$ cat config.mk
export PLATFORM = sky130hd
export DESIGN_NAME = retire_arbiter
export DESIGN_NICKNAME = d
export VERILOG_FILES = /design/src/rtl/retire_arbiter.sv
export SDC_FILE = /design/constraint.sdc
export NUM_CORES = 1
export LEC_CHECK = 0
export ABC_AREA = 1
export CORE_MARGIN = 4
export CORE_UTILIZATION = 32
export DETAILED_ROUTE_END_ITERATION = 12
export PLACE_DENSITY = 0.77
export SETUP_SLACK_MARGIN = 0.3
export SLEW_MARGIN = 20
export SYNTH_ARGS = -nofsm -noshare
export SYNTH_HDL_FRONTEND = slang
export SYNTH_SLANG_ARGS = --single-unit
$ cat constraint.sdc
create_clock -name clk -period 2.6 [get_ports clk]
set_input_delay 0.65 -clock clk [delete_from_list [all_inputs] [get_ports clk]]
set_output_delay 0.65 -clock clk [all_outputs]
set_load 0.1 [all_outputs]
$ cat src/rtl/retire_arbiter.sv
// -----------------------------------------------------------------------------
// retire_arbiter
//
// Round-robin arbiter that shares the single retire-stage input between
// NUM_REQ functional-unit result producers. The granted result is registered
// (one cycle of latency), held while retire stalls, and replaced by bubbles for
// FLUSH_CYCLES cycles after a mispredicted branch.
//
// Ports
//   clk                 : clock, rising edge
//   rst                 : synchronous reset, active-low
//   req_valid[i]        : FU i has a completed result
//   req_ready[i]        : FU i result accepted this cycle (one-hot or zero)
//   req_value[i]        : FU i result value
//   req_comp_result[i]  : FU i branch compare result
//   req_op[i]           : FU i originating reservation-station cell
//   retire_stall        : retire cannot accept a new op this cycle
//   mispredicted_branch : flush request from retire
//   value_out           : registered value to retire
//   comp_result_out     : registered compare result to retire
//   op_out              : registered RS cell to retire (busy=0 is a bubble)
//   arb_state           : debug view of the control state (00 RUN, 01 STALL, 10 FLUSH)
// -----------------------------------------------------------------------------
package retire_arbiter_pkg;

    typedef logic [31:0] phy_rf_data_t;

    typedef struct packed {
        logic       busy;
        logic [5:0] dest;
        logic [3:0] rob_addr;
        logic [4:0] opcode;
    } res_st_cell_t;

endpackage

module retire_arbiter
    import retire_arbiter_pkg::*;
#(
    parameter int NUM_REQ      = 4,
    parameter int FLUSH_CYCLES = 2
) (
    input  logic                clk,
    input  logic                rst,
    input  logic [NUM_REQ-1:0]  req_valid,
    output logic [NUM_REQ-1:0]  req_ready,
    input  phy_rf_data_t        req_value [NUM_REQ],
    input  logic [NUM_REQ-1:0]  req_comp_result,
    input  res_st_cell_t        req_op [NUM_REQ],
    input  logic                retire_stall,
    input  logic                mispredicted_branch,
    output phy_rf_data_t        value_out,
    output logic                comp_result_out,
    output res_st_cell_t        op_out,
    output logic [1:0]          arb_state
);

    localparam int PTR_W = (NUM_REQ > 1) ? $clog2(NUM_REQ) : 1;
    localparam int CNT_W = (FLUSH_CYCLES > 1) ? $clog2(FLUSH_CYCLES) : 1;

    localparam logic [PTR_W:0]   NUM_REQ_EXT = (PTR_W + 1)'(NUM_REQ);
    localparam logic [CNT_W-1:0] CNT_RELOAD  = CNT_W'(FLUSH_CYCLES - 1);
    localparam logic [PTR_W-1:0] PTR_ONE     = PTR_W'(1);

    typedef enum logic [1:0] {
        ST_RUN   = 2'b00,
        ST_STALL = 2'b01,
        ST_FLUSH = 2'b10
    } state_t;

    state_t             state;
    state_t             state_next;
    logic [CNT_W-1:0]   flush_cnt;
    logic [CNT_W-1:0]   flush_cnt_next;
    logic [PTR_W-1:0]   rr_ptr;
    logic [PTR_W-1:0]   rr_ptr_next;

    logic               grant_en;
    logic               grant_found;
    logic               grant;
    logic [PTR_W-1:0]   grant_idx;
    logic [PTR_W-1:0]   cand;

    logic               out_load;
    logic               out_clear;

    // Modular add for pointer arithmetic; the extra bit keeps the sum exact so
    // a non-power-of-two NUM_REQ wraps correctly.
    function automatic logic [PTR_W-1:0] wrap_add(
        input logic [PTR_W-1:0] base,
        input logic [PTR_W-1:0] offs
    );
        logic [PTR_W:0] sum;
        sum = {1'b0, base} + {1'b0, offs};
        if (sum >= NUM_REQ_EXT) begin
            sum = sum - NUM_REQ_EXT;
        end
        return sum[PTR_W-1:0];
    endfunction

    // A STALL cycle with the stall released behaves exactly like RUN, which
    // lets the first grant happen in that same cycle instead of a dead cycle.
    assign grant_en = rst && !mispredicted_branch && !retire_stall &&
                      ((state == ST_RUN) || (state == ST_STALL));

    // Round-robin search: first valid requester at or after rr_ptr, with wrap.
    always_comb begin
        grant_found = 1'b0;
        grant_idx   = '0;
        cand        = '0;
        for (int k = 0; k < NUM_REQ; k++) begin
            cand = wrap_add(rr_ptr, PTR_W'(k));
            if (!grant_found && req_valid[cand]) begin
                grant_found = 1'b1;
                grant_idx   = cand;
            end
        end
    end

    assign grant = grant_en && grant_found;

    always_comb begin
        req_ready = '0;
        if (grant) begin
            req_ready[grant_idx] = 1'b1;
        end
    end

    // Next-state logic. Flush outranks everything; stall only freezes outputs.
    always_comb begin
        state_next     = state;
        flush_cnt_next = flush_cnt;
        rr_ptr_next    = rr_ptr;
        out_load       = 1'b0;
        out_clear      = 1'b0;

        if (mispredicted_branch) begin
            state_next     = ST_FLUSH;
            flush_cnt_next = CNT_RELOAD;
            out_clear      = 1'b1;
        end else begin
            unique case (state)
                ST_RUN, ST_STALL: begin
                    if (retire_stall) begin
                        state_next = ST_STALL;
                    end else begin
                        state_next = ST_RUN;
                        if (grant) begin
                            out_load    = 1'b1;
                            rr_ptr_next = wrap_add(grant_idx, PTR_ONE);
                        end else begin
                            out_clear   = 1'b1;
                        end
                    end
                end
                ST_FLUSH: begin
                    out_clear = 1'b1;
                    if (flush_cnt == '0) begin
                        state_next = ST_RUN;
                    end else begin
                        flush_cnt_next = flush_cnt - 1'b1;
                    end
                end
                default: begin
                    state_next = ST_RUN;
                    out_clear  = 1'b1;
                end
            endcase
        end
    end

    // Control registers
    always_ff @(posedge clk) begin
        if (!rst) begin
            state     <= ST_RUN;
            flush_cnt <= '0;
            rr_ptr    <= '0;
        end else begin
            state     <= state_next;
            flush_cnt <= flush_cnt_next;
            rr_ptr    <= rr_ptr_next;
        end
    end

    // Retire-facing output registers; neither load nor clear means hold.
    always_ff @(posedge clk) begin
        if (!rst || out_clear) begin
            value_out       <= '0;
            comp_result_out <= 1'b0;
            op_out          <= '0;
        end else if (out_load) begin
            value_out       <= req_value[grant_idx];
            comp_result_out <= req_comp_result[grant_idx];
            op_out          <= req_op[grant_idx];
            op_out.busy     <= 1'b1;
        end
    end

    assign arb_state = state;

endmodule

Yosys cells after proc, flatten, opt, wreduce, memory -nomap -nowiden
Cells that the tools add are included.
{ "totals": {"ramBits": 0, "n_memories": 0, "latch_bits": 0, "output_inout_bits": 55, "rom_bits": 0, "regBits": 54, "elab_cells": 108} }
{ "op_classes": {"div": 0, "n_shift": 0, "n_mul": 0, "reduce_logical": 21, "magnitude_cmp": 12, "bitwise_logic": 4, "n_eq_ne": 4, "add_sub_neg": 10, "mux": 47} }
{ "ops": {"columns": ["op", "n"], "rows": [
  ["$bmux W32 S2", 1],
  ["$mux W32", 2],
  ["$bmux W16 S2", 1],
  ["$mux W15", 2],
  ["$mux W1", 22],
  ["$mux W2", 11],
  ["$ge A3 B3 Y1 const B", 5],
  ["$lt A2 B3 Y1 const B", 5],
  ["$bmux W1 S2", 5],
  ["$sub A2 B1 Y2 const B", 5],
  ["$logic_and A1 B1 Y1", 8],
  ["$add A2 B1 Y3 const B", 2],
  ["$add A2 B2 Y3 const B", 2],
  ["$logic_not A1 Y1", 6],
  ["$mux W4", 1],
  ["$pmux W2 S2", 1],
  ["$reduce_and A4 Y1", 1],
  ["$reduce_or A2 Y1", 2],
  ["$ge A2 B3 Y1 const B", 1],
  ["$ne A3 B3 Y1 const B", 1],
  ["$not A1 Y1", 3],
  ["$not A2 Y3", 1],
  ["$demux W1 S2", 1],
  ["$eq A2 B1 Y1 const B", 1],
  ["other kinds (7)", 8]
]} }

Longest topological paths before layout
Gate-level depths: netlist (run 1).
{ "depth": {"word_depth": 20, "depth_mapped": 15, "mapped_depth_nobuf": 13} }

Worst setup path before layout (run 1)
No wires, ideal clock.
{ "synth_timing": {"path_type": "in2out", "startpoint": "input req_valid[3]", "endpoint": "output req_ready[2]", "arrival_time_ns": 3.020, "required_ns": 1.950, "cell_stages": 13, "path_slack_ns": -1.070, "cell_sequence": "inv_1 -> nand2_1 -> nand3_1 -> nand2_1 -> nor2_4 -> nand3_1 -> nand3_1 -> nand2_2 -> inv_2 -> buf_2 -> ha_1 -> inv_1 -> nor2_1"} }
{ "synth_via": {"elab_chain_cells": 17, "elab_cells_between_ends": 29, "cone_classes": "order compare: 2; mux: 19; reduce/logical: 8"} }
{ "synth_lines": {"columns": ["element", "line_no", "source"], "rows": [
  ["from (decl)", "45", "input logic [NUM_REQ-1:0] req_valid,"],
  ["$bmux W1 S2", "113", "if (!grant_found && req_valid[cand]) begin"],
  ["$mux W1 (not written as such)", "113", null],
  ["$mux W1", "113", null],
  ["$logic_not A1 Y1", "113", null],
  ["$logic_and A1 B1 Y1", "113", null],
  ["$mux W1", "113", null],
  ["$logic_not A1 Y1", "113", null],
  ["$logic_and A1 B1 Y1", "113", null],
  ["$mux W1", "113", null],
  ["$logic_not A1 Y1", "113", null],
  ["$logic_and A1 B1 Y1", "113", null],
  ["$mux W2", "113", null],
  ["$lt A2 B3 Y1 (not written as such) / $ge A2 B1 Y1 (equally long branches)", "125", "req_ready[grant_idx] = 1'b1;"],
  ["$logic_and A1 B1 Y1 (not written as such)", "125", null],
  ["$mux W1 (not written as such)", "125", null],
  ["$demux W1 S2", "125", null],
  ["$mux W4 *", "124", "if (grant) begin"],
  ["to (decl)", "46", "output logic [NUM_REQ-1:0] req_ready,"]
]} }
Mark *: on every way between the ends. The rest lies on a longest branch, timed or not. The select of a mux whose other input is x is not followed.

Worst setup path in the final report (run 1)
{ "layout_timing": {"startpoint": "register rr_ptr[0]", "endpoint": "output req_ready[3]"} }
{ "layout_via": {"elab_chain_cells": 19, "elab_cells_between_ends": 44, "cone_classes": "add/sub: 7; order compare: 6; mux: 23; reduce/logical: 8"} }
{ "layout_lines": {"columns": ["element", "line_no", "source"], "rows": [
  ["from (decl)", "75", "logic [PTR_W-1:0] rr_ptr;"],
  ["from (signal assigned)", "181", "rr_ptr <= rr_ptr_next;"],
  ["parallel branches: the longest is 18 deep, another holds $add A2 B1 Y3", null, null],
  ["$mux W4 *", "124", null]
]} }
Mark *: on every way between the ends. The select of a mux whose other input is x is not followed.

==> impl_metrics.py, run 1 <==
metrics = {
    "yosys": {
        "synth_area_leaders": "nand3_1 33%, dfxtp_1 29%, nand2_1 23%",
        "syn_inst": 635,
        "yosysTopAreaCell": "nand3_1",
        "post-synth-top-area-fraction_pct": 33.3,
        "synth_area_sq_um": 3740,
        "synth_seq_area_share_pct": 28.9,
        "ys_warn_count": 0,
        "synth.distinct_cells": 21,
        "synth_seq_cells": 54,
        "synth_area_per_cell_sq_um": 5.89,
        "syn-num-nets": 843,
    },
    "pwr": {
        "ir_drop_uv": 261,
        "p_leak_uw": 0.00316,
        "power_density_nw_per_um2": 473,
        "total_power_uw": 3250,
    },
    "clock_tree": {
        "numCtsBuffers": 5,
        "h-tree-depth": 2,
        "root_buffer": "clkbuf_16",
        "cts.clk_slew.worst_paths_ps": 70,
        "clock_sinks": 54,
        "clk_latency_ps": 290,
        "cts_buffer_depth": 2,
        "cts_tree": "built",
    },
    "grt": {
        "grt_pass1_vias": 4608,
        "grt_use_total_pct": 20.8,
        "antenna_found_initial": 0,
        "grt_max_degree": 84,
        "overflow": 0,
        "grt_pass1_wl_mm": 22.6,
    },
    "setup_path": {
        "critical_path.max_stage_delay_ps": 370,
        "path_cells": "buf_6 -> nand2_2 -> nand2_2 -> nand2_2 -> nand2_4 -> nor2_4 -> nand3_2 -> nand3_2 -> nand2_4 -> inv_6 -> ha_4 -> inv_2 -> nor2_4 -> buf_12",
        "cp-end-kind": "primary output",
        "worstPathRequired_ps": 1950,
        "crit_arrival_ps": 2080,
        "worst-path-max-fanout": 6,
        "critical_path_class": "flip-flop to primary output",
        "path_buf_inv": 4,
        "cpMostUsedCell": "nand2_2",
        "start_kind": "flip-flop",
        "cp_slowest_cell": "dfxtp_4",
        "cp_top_family": "simple AND/OR/NAND/NOR gates",
    },
    "placement": {
        "place.gp.congestion": 0.827,
        "place_area_sq_um": 6500,
        "place.detailed.hpwl_mm": 10.9,
        "portBuffers": 254,
    },
    "floorplanning": {
        "pin_count": 259,
        "die_x_um": 116,
        "fp-row-count": 39,
        "die_area_sq_um": 13500,
        "coreArea_sq_um": 11400,
        "initial_core_util_pct": 32.8,
        "die_h_um": 116,
    },
    "drt": {
        "drt_iter0_drc": 300,
        "totalWireLength_mm": 15.4,
        "drc": 0,
        "viasPerCell": 4.98,
        "via_count": 5094,
        "antenna_left": 0,
        "wl_per_cell_um": 15.1,
        "first_pass_iters": 4,
    },
    "timing": {
        "skew_ps": 10.1,
        "clock.fmax_mhz": 366,
        "finalCritPeriodShare_pct": 105,
        "layout_setup_ws_ps": -132,
        "setup_viol": 4,
        "slew_viol_final": 0,
        "worst_slew_pin_slew_ps": 646,
        "rsz0062_at_grt": "yes",
        "hold_viol": 0,
        "max_slew_margin_pct": 56.9,
        "min_period_ps": 2730,
    },
    "final_layout": {
        "nets": 1088,
        "multiInputGateArea_sq_um": 2540,
        "drive_above_1_share_pct": 18.4,
        "fillers": 1086,
        "final_common_cell": "nand3_1",
        "final_area_sq_um": 6870,
        "diodes": 0,
        "final_cell_mix": "244 x nand3_1, 208 x nand2_1, 195 x clkdlybuf4s50_1",
        "seq_area_sq_um": 1090,
        "syn2layout_area_growth_pct": 83.5,
    },
    "outcome": {
        "status": "finished, violations left",
        "failed_checks": "setup timing",
    },
    "job": {
        "cap_violations": 0,
    },
    "worst_hold_path": {
        "hp-class": "flip-flop to flip-flop",
    },
}
sequential cells by signal, indices dropped and copies added (netlist names):
register and flops:
value_out 32, op_out 16, arb_state 2, rr_ptr 2, comp_result_out 1, flush_cnt 1
kinds of logic after synthesis:
logic type	count (synthesis)	share of synthesized area, %
adder cells (fa/ha/maj)	4	1.34
AO/OA/AOI/OAI	8	1.07
flip-flops	54	28.9
AND/OR/NAND/NOR	497	59.3
buffers and inverters	72	9.40
metrics by stage:
step	std cells	setup slack (ps)	TNS, ps	utilization, %	hold WS, ps
after detailed placement	1006	-544	-16640	57.0	440
final	1023	-132	-424	60.1	450
after global placement	1006	-514	-14000	57.0	437
after CTS	1020	-109	-295	58.9	454
after floorplan	635	-155	-585	-	436
after global routing	1023	-229	-781	60.1	469
area by class of cell:
type,instances,share of cell area (%)
repair buffers,289,41.2
multi-input cells,509,37.0
flip-flops and latches,54,15.8
well taps,143,2.61
clock buffers,5,1.82
inverters,21,1.37
clock inverters,2,0.146
worst register-to-register path, cell delays in order, from the launching register on:
cell     delay (ps)
dfxtp_4         370
buf_6           140
nand2_2          60
nand2_2          70
nand2_2          80
nand2_4          60
nor2_4          180
nand3_2         100
nand3_2          90
nand2_4         100
inv_6           100
buf_4           100
buf_4           270
nand3_1         190
nand3_1         100
nand2_1          50
cell usage after synthesis, drive strengths merged:
cell type  count
buf           35
o21ai          4
a21oi          4
dfxtp         54
ha             4
nand2        235
nand4          1
nor2           9
nor4           1
nand3        251
clkbuf        16
inv           21
layer usage:
metal  global-route usage, %  vias up  wire (um)
met3                    4.72       25       1470
met2                    37.0      219       7650
li1                        -     2600          -
met1                    25.0     2250       5970
met4                    6.19        0        357
met5                       0        -          0
power by group:
part           switching [uW]  internal (uW)
combinational            1020            678
clock                     305            349
sequential               24.4            870
repair_timing:
action / 4_1_cts / 5_1_grt
hold buffers: 0 / 0
resized for setup: 34 / 32
endpoints found under the setup margin: 54 / 52
buffers inserted: 7 / 3
pin swaps: 13 / 11
final timing paths:
| kind | startpoint | end | slack [ps] | cells past startpoint |
|---|---|---|---|---|
| max | rr_ptr[0] | req_ready[3] | -130 | 14 |
| min | value_out[4] | value_out[4] | 450 | 2 |
| max reg2reg | rr_ptr[0] | value_out[10] | 420 | 15 |
| min reg2reg | value_out[4] | value_out[4] | 450 | 2 |
Power figures use the tool's default switching activity.
==> run 2, diff against run 1 <==
- CORE_UTILIZATION: 32 -> 25
- PLACE_DENSITY: 0.77 -> unset
==> run 2 against run 1 <==
Effect of this change: clock power grew 35%; largest power group unchanged; critical path type unchanged; register-to-register slack got worse by 40 ps; critical path depth unchanged; the flow still finishes with violations (setup timing); highest routed layer unchanged.
==> impl_metrics.py, run 2 (same netlist as run 1, synthesis figures left out) <==
metrics = {
    "outcome": {
        "status": "finished, violations left",
        "failed_checks": "setup timing",
    },
    "drt": {
        "via_count": 5108,
        "antenna_left": 0,
        "wl_per_cell_um": 15.5,
        "viasPerCell": 4.77,
        "drt_iter0_drc": 243,
        "drc": 0,
        "first_pass_iters": 4,
        "totalWireLength_mm": 16.6,
    },
    "placement": {
        "place.gp.congestion": 0.825,
        "place.detailed.hpwl_mm": 12.0,
        "portBuffers": 254,
        "pre_cts_slack_ps": -573,
        "place_area_sq_um": 6550,
    },
    "floorplanning": {
        "pin_count": 259,
        "initial_core_util_pct": 25.6,
        "die_h_um": 130,
        "die_x_um": 130,
        "die_area_sq_um": 17000,
        "coreArea_sq_um": 14600,
        "fp-row-count": 44,
    },
    "grt": {
        "grt_pass1_vias": 4802,
        "grt_pass1_wl_mm": 25.0,
        "overflow": 0,
        "grt_use_total_pct": 18.4,
        "grt_max_degree": 60,
        "antenna_found_initial": 0,
    },
    "clock_tree": {
        "cts.clk_slew.worst_paths_ps": 70,
        "cts_buffer_depth": 2,
        "cts_tree": "built",
        "numCtsBuffers": 5,
        "h-tree-depth": 2,
        "root_buffer": "clkbuf_16",
        "clock_sinks": 54,
        "clk_latency_ps": 300,
    },
    "setup_path": {
        "cp_top_family": "simple AND/OR/NAND/NOR gates",
        "worstPathRequired_ps": 1950,
        "cp_slowest_cell": "dfxtp_4",
        "cpMostUsedCell": "nand2_2",
        "path_cells": "buf_6 -> nand2_2 -> nand2_1 -> nand2_2 -> nand2_2 -> nor2_4 -> nand3_2 -> nand3_2 -> nand2_4 -> inv_6 -> ha_4 -> inv_2 -> nor2_4 -> buf_12",
        "cp-end-kind": "primary output",
        "rr_startpoint": "rr_ptr[0]",
        "critical_path_class": "flip-flop to primary output",
        "crit_path_start": "rr_ptr[0]",
        "start_kind": "flip-flop",
        "crit_arrival_ps": 2080,
        "path_buf_inv": 4,
        "worst-path-max-fanout": 5,
        "critical_path.max_stage_delay_ps": 380,
    },
    "final_layout": {
        "fillers": 1535,
        "final_common_cell": "nand3_1",
        "final_cell_mix": "244 x nand3_1, 211 x nand2_1, 195 x clkdlybuf4s50_1",
        "top_regs": "value_out (32), op_out (16)",
        "top_register": "value_out",
        "drive_above_1_share_pct": 18.9,
        "nets": 1094,
        "final_area_sq_um": 6940,
        "syn2layout_area_growth_pct": 85.6,
        "largest_reg_flops": 32,
        "diodes": 0,
    },
    "timing": {
        "hold_ws_ps": 453,
        "slew_viol_final": 0,
        "hold_viol": 0,
        "layout_setup_ws_ps": -126,
        "max_slew_margin_pct": 56.5,
        "rsz0062_at_grt": "yes",
        "setup_viol": 4,
        "skew_ps": 3.13,
        "finalCritPeriodShare_pct": 105,
        "clock.fmax_mhz": 367,
        "min_period_ps": 2730,
        "worst_slew_pin_slew_ps": 652,
    },
    "pwr": {
        "p_leak_uw": 0.00317,
        "total_power_uw": 3480,
        "ir_drop_uv": 261,
        "power_density_nw_per_um2": 501,
    },
    "worst_hold_path": {
        "hp-start": "value_out[25]",
        "hp-class": "flip-flop to flip-flop",
    },
    "job": {
        "cap_violations": 0,
    },
}
run 2: power by group:
| group | switching (uW) | total [uW] | internal, uW |
|---|---|---|---|
| logic | 1020 | 1690 | 673 |
| registers | 26.1 | 896 | 870 |
| clock network | 331 | 885 | 554 |
run 2: layer usage:
metal / global-route usage [%] / wire (um)
met5: 0 / 0
met4: 4.42 / 263
met3: 5.61 / 1490
met2: 31.9 / 7930
met1: 22.3 / 6960
run 2: timing repair:
| action | CTS | global route |
|---|---|---|
| buffers inserted | 11 | 3 |
| endpoints found under the setup margin | 53 | 38 |
| hold buffers | 0 | 0 |
| resized for setup | 39 | 15 |
| gates cloned | 1 | 0 |
| pin swaps | 16 | 14 |
run 2: worst min-delay path, delay by kind of cell (launching register included):
kind             cells  cell delay [ps]
and+or+nand+nor      2              100
DFF                  1              310
run 2: path summary, 6_finish.rpt:
path                                       to  slack [ps]  depth (start not counted)
worst max-delay path             req_ready[2]        -130                         14
worst min-delay path            value_out[25]         450                          2
worst max register to register     op_out[10]         380                         13
worst min register to register  value_out[25]         450                          2
run 2: per-stage QoR:
stage	util, %	instances	setup TNS, ps
6_report	47.6	1071	-412
2_1_floorplan	-	635	-585
4_1_cts	47.2	1068	-362
3_5_place_dp	44.9	1048	-15880
5_1_grt	47.6	1071	-835
3_3_place_gp	44.9	1048	-14130
run 2: area by class of cell:
class / instances / area, sq um / share of cell area (%)
timing repair buffer: 295 / 2830 / 40.8
multi-input combinational: 509 / 2500 / 36.0
sequential: 54 / 1090 / 15.7
tap: 184 / 230 / 3.32
clock buffer: 5 / 125 / 1.80
inverter: 21 / 96.3 / 1.39
clock inverter: 3 / 68.8 / 0.991
==> run 3, diff against run 2 <==
- CTS_CLUSTER_SIZE: unset -> 10
==> results of run 3 <==
Same layout as run 2: the final DEF is identical, and so are final timing and power.
==> patch 1, RTL diff (config.mk and constraints of run 3) <==
Make the reset (`rst`) asynchronous in one clocked block. Comments in the files are not updated.
--- a/src/rtl/retire_arbiter.sv
+++ b/src/rtl/retire_arbiter.sv
@@ -170,7 +170,7 @@
     end
 
     // Control registers
-    always_ff @(posedge clk) begin
+    always_ff @(posedge clk or negedge rst) begin
         if (!rst) begin
             state     <= ST_RUN;
             flush_cnt <= '0;
Behaviour: differs if rst is asserted again (counterexample within 4 cycles, from zero or initial values and one cycle with rst low); with rst held inactive, the same outputs for 10 cycles.
==> patch 1 against run 3 <==
The run still ends with setup timing left; area after synthesis grew 17%; critical path depth is the same; utilization shrank 0.15 points; final area grew 18%; sequential cell count is the same; first-iteration DRC count shrank 9.9%; setup slack lost 0.13 ns; clock skew grew 0.0040 ns; routed wire length grew 17%; largest cell class unchanged.
Power is not compared: it rests on default switching activity, and its combinational part moved more than twofold at a synthesized area within 25%.
==> patch 1: results (changes against run 3) <==
Met3 Wirelength = 1370 µm (-8.4%)
Setup Fix Bufs, Post-CTS = 13 (+2)
Register area share after synthesis = 25.3% (-3.6 points)
Failing checks = setup timing
Metal-1 WL = 8080 µm (+16%)
Skew final = 0.00708 ns (+0.00396 ns)
Routability cong. = 0.786 (-4.7%)
Wire per inst = 14.7 µm (-5.5%)
Met3 Use GR = 4.95% (-0.66 points)
Drt first pass iters = 4 (unchanged)
Vias in the first global route = 5513 (+15%)
Final setup fails = 50 (+46)
Antenna Cells = 0 (unchanged)
Largest net degree at the start of global routing = 55 (-8.3%)
Top cells by count, synth = nand2_1 (430), nand3_1 (152), inv_1 (113), dfxtp_1 (49), buf_2 (21)
Post-CTS Resized = 47 (+21%)
Async SR Flop Fraction = 9.26% (+9.3 points)
Max Root-Sink Buffers = 2 (unchanged)
Clock buffers = 7 (+2)
NonClk Buf Share = 39.8% (-0.99 points)
Met2 WL = 9690 µm (+22%)
Multi-input combinational area share = 35.8% (-0.22 points)
Critical Path AT = 2.21 ns (+0.13 ns)
Slowest stage delay, CP = 0.47 ns (+0.09 ns)
H-tree levels = 2 (unchanged)
Least-Margin Pin Slew = 0.611 ns (-0.0414 ns)
Nets@finish = 1303 (+19%)
Top delay family on crit path = simple AND/OR/NAND/NOR gates
Vias = 5777 (+13%)
Syn Nets = 1038 (+23%)
Initial antenna violation count = 0 (unchanged)
Gr usage total = 18.4% (+0.045 points)
Fraction of layout instances using a drive strength above 1 = 20.1% (+1.1 points)
Grt met1 use = 22.2% (-0.040 points)
Slowest CP cell = dfrtp_2
Outcome = finished with violations
Initial DRC Count = 219 (-9.9%)
Clock Network Area Fraction = 1.81% (-0.99 points)
Setup WS post-layout = -0.260 ns (-0.134 ns)
DP Wirelength = 12600 µm (+4.9%)
Cts bufs inserted = 5 (unchanged)
Largest cells by area after synthesis = nand2_1 (37%), dfxtp_1 (22%), nand3_1 (17%)
FILL cells = 1764 (+15%)
First-pass GRT wire length = 29400 µm (+17%)
GRT met2 Usage = 33.0% (+1.1 points)
Total grt overflow = 0 (unchanged)
Inverters, non-clock = 117 (+460%)
CTS root buffer = clkbuf_16
Fraction of area in registers = 13.6% (-2.1 points)
Signal buffers = 309 (+4.7%)
Multi-input gate count = 608 (+19%)
Num sequential = 54 (unchanged)
patch 1: cell types whose count changed after synthesis, sizes merged:
cell	before	now
dfrtp	0	5
dfxtp	54	49
clkbuf	16	17
nand2	235	431
nand3	251	155
o21ai	4	6
inv	21	117
nor4	1	0
buf	35	34
nor3	0	1
a21oi	4	0
nor2	9	10
patch 1: final timing paths:
check / startpoint / end / slack, ns / depth (start not counted)
worst max-delay path: rr_ptr[0] / req_ready[2] / -0.26 / 14
worst min-delay path: op_out[4] / op_out[4] / 0.45 / 2
worst max register to register: rr_ptr[0] / value_out[10] / -0.12 / 24
min in group asynchronous: rst / flush_cnt / 0.64 / 2
worst min register to register: op_out[4] / op_out[4] / 0.45 / 2
max in group asynchronous: rst / rr_ptr[0] / 1.83 / 2
patch 1: cells by family (layout without fill, tap and decap cells):
kind of cell	after synthesis	in the layout	share of synthesized area [%]
AOI/OAI and AO/OA	6	6	0.686
adders and majority gates	4	4	1.14
buffers and inverters	168	434	16.4
DFF	54	54	25.3
and+or+nand+nor	598	598	56.5
patch 1: stage by stage:
| stage | power (mW) | TNS [ns] | setup WS, ns | cells | instance area, µm² |
|---|---|---|---|---|---|
| 2_1_floorplan | 6.51 | -0.598 | -0.167 | 830 | 4520 |
| 4_1_cts | 11.1 | -8.09 | -0.207 | 1313 | 7870 |
| 5_1_grt | 13.0 | -12.50 | -0.348 | 1321 | 8180 |
| 3_5_place_dp | 8.18 | -16.91 | -0.514 | 1283 | 7240 |
| 3_3_place_gp | 8.20 | -15.72 | -0.489 | 1283 | 7240 |
| 6_report | 11.8 | -3.97 | -0.260 | 1321 | 8180 |
patch 1: power breakdown:
part	switching, mW	internal [mW]	leakage (nW)
Clock	0.320	0.384	0.0739
Combinational	5.84	4.32	3.81
Sequential	0.0688	0.913	0.453
Total	6.22	5.62	4.34
==> patch 2, RTL diff (settings of run 3) <==
Without the edit above. `NUM_REQ`: 4 -> 8.
--- a/src/rtl/retire_arbiter.sv
+++ b/src/rtl/retire_arbiter.sv
@@ -37,7 +37,7 @@
 module retire_arbiter
     import retire_arbiter_pkg::*;
 #(
-    parameter int NUM_REQ      = 4,
+    parameter int NUM_REQ      = 8,
     parameter int FLUSH_CYCLES = 2
 ) (
     input  logic                clk,
Interface: changed (5 resized); port bits go from 259 to 463. No check against the original RTL was run, so the function may have changed too.
==> patch 2 against run 3 <==
Power up 94%; the run still ends with setup timing left; setup slack worse by 0.69 ns; via count up 110%; area after synthesis up 79%; largest power group unchanged; sequential cell count up 1; final area up 110%; highest routed layer unchanged; critical path type unchanged; routed wire length rose to 2.5 times the old value; first-iteration DRC count rose to 2.7 times the old value.
==> patch 2: results (changes against run 3) <==
Outcome = finished with violations
Failing checks = setup timing
Antenna Cells = 3 (+3)
Inverters, non-clock = 26 (+24%)
Hold_ws = 0.459 ns (+0.00629 ns)
Min-delay src = flush_cnt
Layout Utilization = 54.4% (+6.8 points)
P_int = 3.47 mW (+66%)
FF-to-FF path depth = 25 (+12)
R2r setup slk = -0.71 ns (-1.09 ns)
Crit-path max FO = 6 (+1)
Top delay family on crit path = simple AND/OR/NAND/NOR gates
Slew HR = 59.7% (+3.2 points)
Wire per inst = 19.1 µm (+23%)
Fin Setup TNS = -38.23 ns (-37.81 ns)
FILL cells = 2614 (+70%)
Final setup fails = 60 (+56)
RR Endpoint = value_out[7]
Largest cells by area after synthesis = nand2_1 (40%), nand3_1 (16%), dfxtp_1 (16%)
Largest net degree at the start of global routing = 57 (-5.0%)
Post-synth cell types = 34 (+62%)
Clock Network Area Fraction = 1.01% (-1.8 points)
Cells after Synth = 1337 (+110%)
Met2 WL = 20700 µm (+160%)
Setup WS post-layout = -0.821 ns (-0.695 ns)
Gr usage total = 26.5% (+8.1 points)
Syn Nets = 1744 (+110%)
Static leakage = 6.69 nW (+110%)
Vias in the first global route = 10.4k (+120%)
Multi-input gate count = 1160 (+130%)
Met3 Use GR = 6.38% (+0.77 points)
Vias = 10.6k (+110%)
Nets@finish = 2255 (+110%)
Initial DRC Count = 652 (+170%)
Metal-1 WL = 15900 µm (+130%)
Critical Path AT = 2.77 ns (+0.69 ns)
First-pass GRT wire length = 60400 µm (+140%)
Signal buffers = 600 (+100%)
Met3 Wirelength = 3830 µm (+160%)
Slowest stage delay, CP = 0.40 ns (+0.02 ns)
Worst setup endpoint = req_ready[3]
Std cell rows = 59 (+34%)
Register area share after synthesis = 16.4% (-12 points)
Clock transition at the registers of the reported paths = 0.09 ns (+0.02 ns)
Grt met1 use = 31.3% (+9.0 points)
Dpl ws = -1.06 ns (-0.488 ns)
Combinational group share of total power = 75.5% (+27 points)
Top cells by count, synth = nand2_1 (722), nand3_1 (221), nor2_1 (118), dfxtp_1 (55), a21oi_1 (52)
DP Wirelength = 27700 µm (+130%)
Clock power frac = 11.0% (-15 points)
Fraction of layout instances using a drive strength above 1 = 21.0% (+2.1 points)
Post-synthesis register bit count = 55 (+1.9%)
Initial antenna violation count = 2 (+2)
Crit path launch = rr_ptr[1]
Skew final = 0.00864 ns (+0.00551 ns)
Drt first pass iters = 5 (+1)
NonClk Buf Share = 47.0% (+6.2 points)
Input/output buffers = 454 (+79%)
VDD IR max = 0.280 mV (+7.2%)
==> patch 2: changes by cell type after synthesis, moves of 3 or more <==
cell	delta
a21oi_1	+48
buf_2	+25
buf_6	+13
clkbuf_1	+6
inv_1	+3
nand2_1	+488
nand3_1	-28
nor2_1	+110
nor2_2	+5
nor2_4	+3
o21ai_0	+4
==> patch 2: cell families (layout without fill, tap and decap cells) <==
group / after synthesis / in the layout / share of synthesized area [%]
buf+inv: 122 / 634 / 9.90
xor+xnor: 5 / 5 / 0.988
compound gates: 68 / 68 / 5.35
flops: 55 / 55 / 16.4
fa+ha+maj: 3 / 3 / 0.559
simple gates: 1084 / 1084 / 66.8
other cells: 0 / 3 / 0
==> patch 2: what timing repair did <==
action | 4_1_cts | 5_1_grt
gates resized for setup | 216 | 16
pin swaps | 167 | 4
endpoints found under the setup margin | 60 | 60
endpoints found under the hold margin | 0 | 0
cloned | 28 | 1
setup buffers | 36 | 10
